### src/rtl/traffic_pkg.sv
// Shared definitions for the country-road side of the highway/country light interface:
// light encodings, checker phases, violation codes and default dwell minimums.
package traffic_pkg;

    typedef enum logic [1:0] {
        RED     = 2'd0,
        YELLOW  = 2'd1,
        GREEN   = 2'd2,
        ILLEGAL = 2'd3
    } light_t;

    // Legal (hwy, cntry) pairs, in ring order.
    typedef enum logic [2:0] {
        HG_CR = 3'd0,
        HY_CR = 3'd1,
        RR    = 3'd2,
        HR_CG = 3'd3,
        HR_CY = 3'd4
    } phase_t;

    localparam logic [2:0] ERR_NONE      = 3'd0;
    localparam logic [2:0] ERR_BAD_CODE  = 3'd1;
    localparam logic [2:0] ERR_CONFLICT  = 3'd2;
    localparam logic [2:0] ERR_ORDER     = 3'd3;
    localparam logic [2:0] ERR_YEL_SHORT = 3'd4;
    localparam logic [2:0] ERR_RR_SHORT  = 3'd5;
    localparam logic [2:0] ERR_UNREQ     = 3'd6;

    // Match the controller's yellow-to-red and red-to-green delays.
    localparam int DEF_YEL_MIN = 3;
    localparam int DEF_RR_MIN  = 2;

    // Successor of a phase on the normal ring.
    function automatic phase_t ring_next(input phase_t p);
        case (p)
            HG_CR:   return HY_CR;
            HY_CR:   return RR;
            RR:      return HR_CG;
            HR_CG:   return HR_CY;
            default: return HG_CR;
        endcase
    endfunction

    // Phase of a light pair; only meaningful once codes 1 and 2 are ruled out.
    function automatic phase_t pair_phase(input logic [1:0] h, input logic [1:0] c);
        if (h == YELLOW)     return HY_CR;
        else if (c == GREEN) return HR_CG;
        else if (c == YELLOW) return HR_CY;
        else if (h == RED)   return RR;
        else                 return HG_CR;
    endfunction

endpackage

### src/rtl/light_seq_checker.sv
// Tracks the (hwy, cntry) phase, counts dwell cycles in it and flags illegal
// codes, conflicting greens, off-ring transitions, short yellows/red-reds and
// unrequested country service.
module light_seq_checker import traffic_pkg::*; #(
    parameter int YEL_MIN = DEF_YEL_MIN,
    parameter int RR_MIN  = DEF_RR_MIN
) (
    input  logic       clock,
    input  logic       clear_n,
    input  logic [1:0] hwy,
    input  logic [1:0] cntry,
    input  logic       sensor,
    output logic       protocol_err,
    output logic [2:0] err_code,
    output logic [7:0] err_cnt
);

    localparam logic [7:0] YEL_MIN_W = 8'(YEL_MIN);
    localparam logic [7:0] RR_MIN_W  = 8'(RR_MIN);

    phase_t     phase_reg;
    phase_t     phase_new;
    logic [7:0] dwell_reg;
    logic       changed;
    logic [2:0] code_next;

    // Classify this cycle's pair; only the highest-priority violation is reported.
    always_comb begin
        phase_new = pair_phase(hwy, cntry);
        changed   = 1'b0;
        code_next = ERR_NONE;
        if (hwy == ILLEGAL || cntry == ILLEGAL) begin
            code_next = ERR_BAD_CODE;
        end else if (hwy != RED && cntry != RED) begin
            code_next = ERR_CONFLICT;
        end else if (phase_new != phase_reg) begin
            changed = 1'b1;
            if (phase_new != HG_CR && phase_new != ring_next(phase_reg))
                code_next = ERR_ORDER;
            else if ((phase_reg == HY_CR || phase_reg == HR_CY) && dwell_reg < YEL_MIN_W)
                code_next = ERR_YEL_SHORT;
            else if (phase_reg == RR && dwell_reg < RR_MIN_W)
                code_next = ERR_RR_SHORT;
            else if (phase_reg == HG_CR && phase_new == HY_CR && !sensor)
                code_next = ERR_UNREQ;
        end
    end

    // Phase follows any decodable pair (resync); dwell restarts at 1 on a change.
    always_ff @(posedge clock or negedge clear_n) begin
        if (!clear_n) begin
            phase_reg    <= HG_CR;
            dwell_reg    <= 8'd0;
            protocol_err <= 1'b0;
            err_code     <= ERR_NONE;
            err_cnt      <= 8'd0;
        end else begin
            if (changed) begin
                phase_reg <= phase_new;
                dwell_reg <= 8'd1;
            end else if (dwell_reg != 8'hFF) begin
                dwell_reg <= dwell_reg + 8'd1;
            end
            protocol_err <= (code_next != ERR_NONE);
            if (code_next != ERR_NONE) begin
                err_code <= code_next;
                if (err_cnt != 8'hFF)
                    err_cnt <= err_cnt + 8'd1;
            end
        end
    end

endmodule

### src/rtl/cntry_road_sensor.sv
// Country-road vehicle queue model: counts arrivals, releases one car every
// PASS_CYC cycles of country green, and raises X while cars wait. Light
// sequence checking is delegated to light_seq_checker.
module cntry_road_sensor import traffic_pkg::*; #(
    parameter int QW       = 4,
    parameter int PASS_CYC = 2,
    parameter int YEL_MIN  = DEF_YEL_MIN,
    parameter int RR_MIN   = DEF_RR_MIN
) (
    input  logic          clock,
    input  logic          clear_n,
    input  logic [1:0]    hwy,
    input  logic [1:0]    cntry,
    input  logic          car_arrive,
    output logic          X,
    output logic [QW-1:0] queue_cnt,
    output logic          car_depart,
    output logic          drop,
    output logic          protocol_err,
    output logic [2:0]    err_code,
    output logic [7:0]    err_cnt
);

    localparam int            TW        = (PASS_CYC > 1) ? $clog2(PASS_CYC) : 1;
    localparam logic [TW-1:0] PASS_LAST = TW'(PASS_CYC - 1);
    localparam logic [QW-1:0] Q_FULL    = {QW{1'b1}};

    logic [TW-1:0] timer_reg;
    logic          green;
    logic          timer_hit;
    logic          depart_next;
    logic          drop_next;
    logic [QW-1:0] queue_next;

    // Departure, overflow and next queue occupancy for this cycle.
    always_comb begin
        green       = (cntry == GREEN);
        timer_hit   = green && (timer_reg == PASS_LAST);
        depart_next = timer_hit && (queue_cnt != '0);
        drop_next   = car_arrive && !depart_next && (queue_cnt == Q_FULL);
        queue_next  = queue_cnt;
        if (car_arrive && !depart_next && !drop_next)
            queue_next = queue_cnt + QW'(1);
        else if (depart_next && !car_arrive)
            queue_next = queue_cnt - QW'(1);
    end

    // Pass timer wraps every PASS_CYC green cycles, even with an empty queue.
    always_ff @(posedge clock or negedge clear_n) begin
        if (!clear_n) begin
            timer_reg  <= '0;
            queue_cnt  <= '0;
            X          <= 1'b0;
            car_depart <= 1'b0;
            drop       <= 1'b0;
        end else begin
            if (!green || timer_hit)
                timer_reg <= '0;
            else
                timer_reg <= timer_reg + TW'(1);
            queue_cnt  <= queue_next;
            X          <= (queue_next != '0);
            car_depart <= depart_next;
            drop       <= drop_next;
        end
    end

    light_seq_checker #(
        .YEL_MIN (YEL_MIN),
        .RR_MIN  (RR_MIN)
    ) u_checker (
        .clock        (clock),
        .clear_n      (clear_n),
        .hwy          (hwy),
        .cntry        (cntry),
        .sensor       (X),
        .protocol_err (protocol_err),
        .err_code     (err_code),
        .err_cnt      (err_cnt)
    );

endmodule

### config.mk
export PLATFORM = sky130hd
export DESIGN_NAME = cntry_road_sensor
export DESIGN_NICKNAME = d
export VERILOG_FILES = /design/src/rtl/traffic_pkg.sv /design/src/rtl/light_seq_checker.sv /design/src/rtl/cntry_road_sensor.sv
export SDC_FILE = /design/constraint.sdc
export NUM_CORES = 1
export LEC_CHECK = 0
export BUFFER_PORTS_ARGS = -buffer_cell sky130_fd_sc_hd__buf_2
export CORE_ASPECT_RATIO = 1.4
export CORE_UTILIZATION = 30
export CTS_CLUSTER_DIAMETER = 30
export DETAILED_ROUTE_END_ITERATION = 12
export PLACE_DENSITY = 0.6
export SETUP_SLACK_MARGIN = 0.2
export SLEW_MARGIN = 0
export SYNTH_ARGS = -nofsm -noshare
export SYNTH_HDL_FRONTEND = slang
export SYNTH_SLANG_ARGS = --single-unit
### constraint.sdc
create_clock -name clock -period 2.1 [get_ports clock]
set_clock_uncertainty 0.2 [all_clocks]
set_input_delay 0.21 -clock clock [delete_from_list [all_inputs] [get_ports clock]]
set_output_delay 0.21 -clock clock [all_outputs]
set_load 0.03 [all_outputs]
==> results of run 1 <==
through the flow:
| stage | area, um2 | hold slack, ps | setup TNS, ps |
|---|---|---|---|
| 4_1_cts | 2690 | 115 | -9.72 |
| 2_1_floorplan | 2100 | -286 | -54.6 |
| 6_report | 2840 | 111 | -186 |
| 3_5_place_dp | 2410 | 109 | -113 |
| 3_3_place_gp | 2410 | 109 | -6.20 |
| 5_1_grt | 2840 | 134 | -683 |
layer usage:
metal | share of wire | wire length [um]
met5 | 0 | 0
met2 | 0.56 | 2870
met4 | 0.018 | 93
met1 | 0.39 | 2030
met3 | 0.032 | 163
layout by cell type (no fill, tap or decap), drive strengths merged, types with 5 or more instances in the layout:
master / Yosys / layout
a211oi: 5 / 5
a21oi: 8 / 8
and3: 11 / 11
buf: 6 / 66
clkbuf: 1 / 7
dfrtp: 31 / 31
inv: 7 / 7
nand2: 10 / 10
nand2b: 7 / 7
nand3: 17 / 17
nor2: 22 / 22
o211ai: 10 / 10
o21ai: 9 / 9
xnor2: 7 / 7
kinds of logic (layout without fill, tap and decap cells):
logic type,count (synthesis),count (layout),share of synthesized area
xor+xnor,11,11,0.0491
buf+inv,14,82,0.0389
compound gates,53,53,0.210
flops,31,31,0.395
fa+ha+maj,5,5,0.0306
mux,6,6,0.0344
simple gates,87,87,0.242
final timing paths:
check	slack, ps	from	end	cells after the start
worst max-delay path	-60	u_checker.phase_reg[0]	u_checker.err_cnt[6]	7
worst min-delay path	110	cntry[0]	timer_reg	3
worst max register to register	-60	u_checker.phase_reg[0]	u_checker.err_cnt[6]	7
worst min register to register	280	timer_reg	timer_reg	1
max in group asynchronous	880	clear_n	u_checker.dwell_reg[1]	2
min in group asynchronous	320	clear_n	u_checker.err_code[0]	2
power groups by stage:
| stage | combinational (mW) | sequential, mW | clock [mW] |
|---|---|---|---|
| global placement | 1.68 | 1.06 | 0 |
| floorplan | 0.940 | 1.31 | 0 |
| global route | 2.32 | 1.07 | 0.485 |
| finish | 2.13 | 1.04 | 0.461 |
| CTS | 1.98 | 1.04 | 0.466 |
| detailed placement | 1.71 | 1.07 | 0 |
layout make-up:
| type | count | area (um2) |
|---|---|---|
| repair buffers | 67 | 469 |
| inverters | 7 | 26.3 |
| fillers | 581 | 3420 |
| multi-input cells | 162 | 1390 |
| well taps | 72 | 90.1 |
| clock inverters | 1 | 5.00 |
| flip-flops and latches | 31 | 786 |
| clock buffers | 7 | 76.3 |
tightest hold or removal path: cells and delay by family:
kind	cells	cell delay (ps)
and+or+nand+nor	2	180
buffers and inverters	1	160
repair_timing:
action	in CTS	in global routing
hold buffers	1	0
pin swaps	11	17
buffers inserted	12	7
resized for setup	25	24
endpoints found under the setup margin	25	23
hold endpoints to repair	31	0
==> out/summary.txt, run 1 <==
run status: complete, but fails checks
failing checks: negative setup slack
Synth cell types: 56
core area: 6250 um2
IO buf count: 25
WL/cell: 14.9 um
worst path arrival time: 2130 ps
Pleak: 1.20 nW
initial antenna violation count: 0
mean post-synth cell area: 9.48 um2
non-filler cells, final: 347
fin nets: 285
worst slew pin tran: 719 ps
Post-Route WL: 5.16 mm
crit-path cells: buf_6 > nor4b_4 > a211oi_4 > o21ai_2 > nand2b_4 > o211ai_1 > mux2_1
total track usage: 0.154
CTS H-Tree Depth: 2
vias in the first global route: 1,823
Max Transition Viols Final: 0
die height: 97.7 um
maximum clock rate: 462 MHz
ys flop type: dfrtp_1
RSZ-0062 raised after global routing: yes
width of the die: 70.4 um
Net Sw Frac: 0.441
Final ANT Viol Nets: 0
FP Rows: 34
# clock sinks: 31
combinational power share: 0.586
Max stage delay on crit path: 470 ps
Synth area leader: dfrtp_1
placed insts: 319
EDFF count, synth: 0
routability cong.: 0.812
TritonCTS clock tree: built
WS Path Type: reg -> reg
max cap viols: 0
pwr dens: 1280 nW/um2
Post-Synthesis Cell Area: 1960 um2
Detailed Place HPWL: 3.45 mm
clock network fraction of total power: 0.127
register area share after synthesis: 0.395
worst min path class: in -> reg
Starting Density: 0.314
Pre-antenna DRT Iters: 4
Die Area: 6880 um2
P_int: 2.03 mW
relative slew slack: 0.520
fin worst setup slack: -64.5 ps
drt initial violations: 85
Post-synth top cells: 31 x dfrtp_1, 22 x nor2_1, 17 x nand3_1
# diodes: 0
Mapped Cells: 207
startpoint types: flop
TritonCTS buffer count: 5
maximum VDD drop: 0.746 mV
Flop pwr share: 0.287
CTS Root Cell: clkbuf_8
Most Crowded Layer GR: met2
Yosys top cell area share: 0.395
crit path buf inv count: 1
CP Capture Type: flop
Power Total: 3.63 mW
Top Family by Delay on Critical Path: simple AND/OR/NAND/NOR gates
Final setup viols: 5
Via density: 5.27
largest cells by area after synthesis: dfrtp_1 40%, nand3_1 4.3%, nor2_1 4.2%
Max Buffers Root-to-Sink: 2
met1 Usage GRT: 0.168
num ports: 26
Vias: 1,830
DP Worst Slack: -54.7 ps
Seq cells post-synth: 31
share of layout cells above drive strength 1: 0.465
Worst path slowest cell: dfrtp_2
met2 Use GR: 0.286
GR Util met3: 0.0259
Final Hold Fails: 0
GRT overflow: 0
worst-path fanout max: 6
clock slew at reported path FFs: 70 ps
synthesized netlist net count: 218
pin count of the biggest net entering global routing: 32
synthesis-to-finish area growth: 44.6%
switching power: 1.60 mW
yosys warns: 0
Final period util: 1.03
Async SR Flop Fraction: 1.00
worst-skew pair later-pin latency: 280 ps
DRC: 0
first-pass GRT wire length: 8.46 mm
cell with the most instances after synthesis: dfrtp_1
Worst EP required: 2070 ps
Final Core Density: 0.454
crit path time final: 2160 ps
Note: power is estimated with default switching activity, not from simulation.
==> run 2, diff against run 1 <==
--- a/config.mk
+++ b/config.mk
@@ -10,7 +10,8 @@
 export CORE_UTILIZATION = 30
 export CTS_CLUSTER_DIAMETER = 30
 export DETAILED_ROUTE_END_ITERATION = 12
-export PLACE_DENSITY = 0.6
+export MAX_ROUTING_LAYER = met4
+export PLACE_DENSITY_LB_ADDON = 0.15
 export SETUP_SLACK_MARGIN = 0.2
 export SLEW_MARGIN = 0
 export SYNTH_ARGS = -nofsm -noshare
==> run 2 against run 1 <==
Net effect:
- the flow now finishes without violations
- maximum frequency rose by 4.6%
- sequential power barely moved
- power rose by 2.0%
- clock-buffer cell count rose by 1
- register-to-register slack improved by 96 ps
- cell count rose by 1.4%
- sequential share of layout area fell by 0.40 points
- highest routed layer unchanged
- global-route usage rose by 1.0 points
- via count barely moved
- die area did not move
- final area rose by 1.5%
- setup slack improved by 96 ps
==> out/summary.txt, run 2 (synthesis gave the netlist of run 1 again) <==
run status: complete, no violations
FP Rows: 34
Top Family by Delay on Critical Path: flip-flops
Pre-antenna DRT Iters: 4
CP Capture Type: flop
switching power: 1.58 mW
worst path arrival time: 2040 ps
crit path time final: 2070 ps
Final Hold Fails: 0
drt initial violations: 54
Net Sw Frac: 0.425
Placed Area: 2520 um2
worst min path class: in -> reg
Vias: 1,829
TritonCTS clock tree: built
Flop pwr share: 0.274
core area: 6250 um2
Pleak: 1.25 nW
combinational power share: 0.583
die height: 97.7 um
P_int: 2.13 mW
synthesis-to-finish area growth: 46.7%
DRC: 0
IO buf count: 25
Final period util: 0.985
Max stage delay on crit path: 450 ps
Via density: 5.20
Detailed Place HPWL: 3.77 mm
worst-path fanout max: 6
Final ANT Viol Nets: 0
Max Buffers Root-to-Sink: 2
most frequent cells in the layout: 38 x buf_4, 26 x buf_2, 23 x dfrtp_1
WS Path Type: reg -> reg
Most Frequent Cell on Critical Path: xnor2_2
Post-Route WL: 5.13 mm
fin nets: 290
initial antenna violation count: 0
Starting Density: 0.314
width of the die: 70.4 um
relative slew slack: 0.520
routability cong.: 0.842
# diodes: 0
CTS Root Cell: clkbuf_8
RSZ-0062 raised after global routing: yes
maximum VDD drop: 0.767 mV
total track usage: 0.164
crit path buf inv count: 1
WL/cell: 14.6 um
Final Core Density: 0.460
vias in the first global route: 1,793
flop-to-flop setup slack: 30 ps
CTS H-Tree Depth: 2
clock slew at reported path FFs: 70 ps
num ports: 26
worst slew pin tran: 720 ps
Final Instance Area: 2880 um2
first-pass GRT wire length: 8.60 mm
max cap viols: 0
Die Area: 6880 um2
clock network fraction of total power: 0.142
pin count of the biggest net entering global routing: 32
Worst EP required: 2070 ps
TritonCTS buffer count: 5
Final setup viols: 0
share of layout cells above drive strength 1: 0.482
Worst path slowest cell: dfrtp_2
startpoint types: flop
crit-path cells: buf_6 > xnor2_2 > nor2_2 > xnor2_2 > o21a_4 > o211ai_1 > mux2_1
worst-skew pair later-pin latency: 290 ps
GRT overflow: 0
commonest non-fill, non-tap cell in the layout: buf_4
maximum clock rate: 483 MHz
pwr dens: 1290 nW/um2
# clock sinks: 31
Max Transition Viols Final: 0
## run 2: worst reg2reg max path: stages (launching register included)
cell and delay [ps]:
dfrtp_2 450, buf_6 130, xnor2_2 120, nor2_2 130, xnor2_2 110, o21a_4 270
o211ai_1 190, mux2_1 340
## run 2: what timing repair did
action | CTS | global route
setup buffers | 8 | 2
pin swaps | 19 | 16
resized for setup | 20 | 19
hold buffers | 1 | 0
cloned | 0 | 0
endpoints found under the hold margin | 31 | 0
endpoints found under the setup margin | 23 | 24
## run 2: worst paths after layout
check | startpoint | end | cells past startpoint
min in group asynchronous | clear_n | u_checker.err_code[1] | 2
max in group asynchronous | clear_n | queue_cnt[0] | 2
worst min-delay path | cntry[0] | timer_reg | 3
worst max-delay path | u_checker.phase_reg[0] | u_checker.err_cnt[6] | 7
worst max register to register | u_checker.phase_reg[0] | u_checker.err_cnt[6] | 7
worst min register to register | timer_reg | timer_reg | 1
## run 2: cell type report
cell class | instances | area, um2
multi-input combinational | 162 | 1360
fill | 644 | 3370
tap | 72 | 90.1
clock buffer | 8 | 100
timing repair buffer | 72 | 513
sequential | 31 | 786
inverter | 7 | 26.3
## run 2: power by group through the flow
stage	clock (mW)	sequential (mW)	combinational [mW]
floorplan	0	1.31	0.940
global placement	0	1.03	1.85
detailed placement	0	1.04	1.87
CTS	0.536	1.02	2.08
global route	0.568	1.05	2.35
finish	0.527	1.02	2.16
## run 2: per-layer routing
layer,vias to the layer above,routed length [um],track usage
li1,910,-,-
met1,881,2060,0.174
met5,-,0,-
met3,8,167,0.0373
met4,0,88,0.0554
met2,30,2810,0.294
## run 2: stage by stage
| step | TNS, ps | std cells | total power [mW] | hold WS [ps] | worst slack [ps] |
|---|---|---|---|---|---|
| floorplan | -54.6 | 207 | 2.25 | -286 | -54.6 |
| global placement | -44.7 | 333 | 2.89 | 122 | -44.7 |
| detailed placement | -23.0 | 333 | 2.91 | 118 | -23.0 |
| CTS | 0 | 350 | 3.63 | 106 | 37.5 |
| global route | -181 | 352 | 3.97 | 127 | -64.3 |
| finish | 0 | 352 | 3.71 | 98.2 | 31.1 |
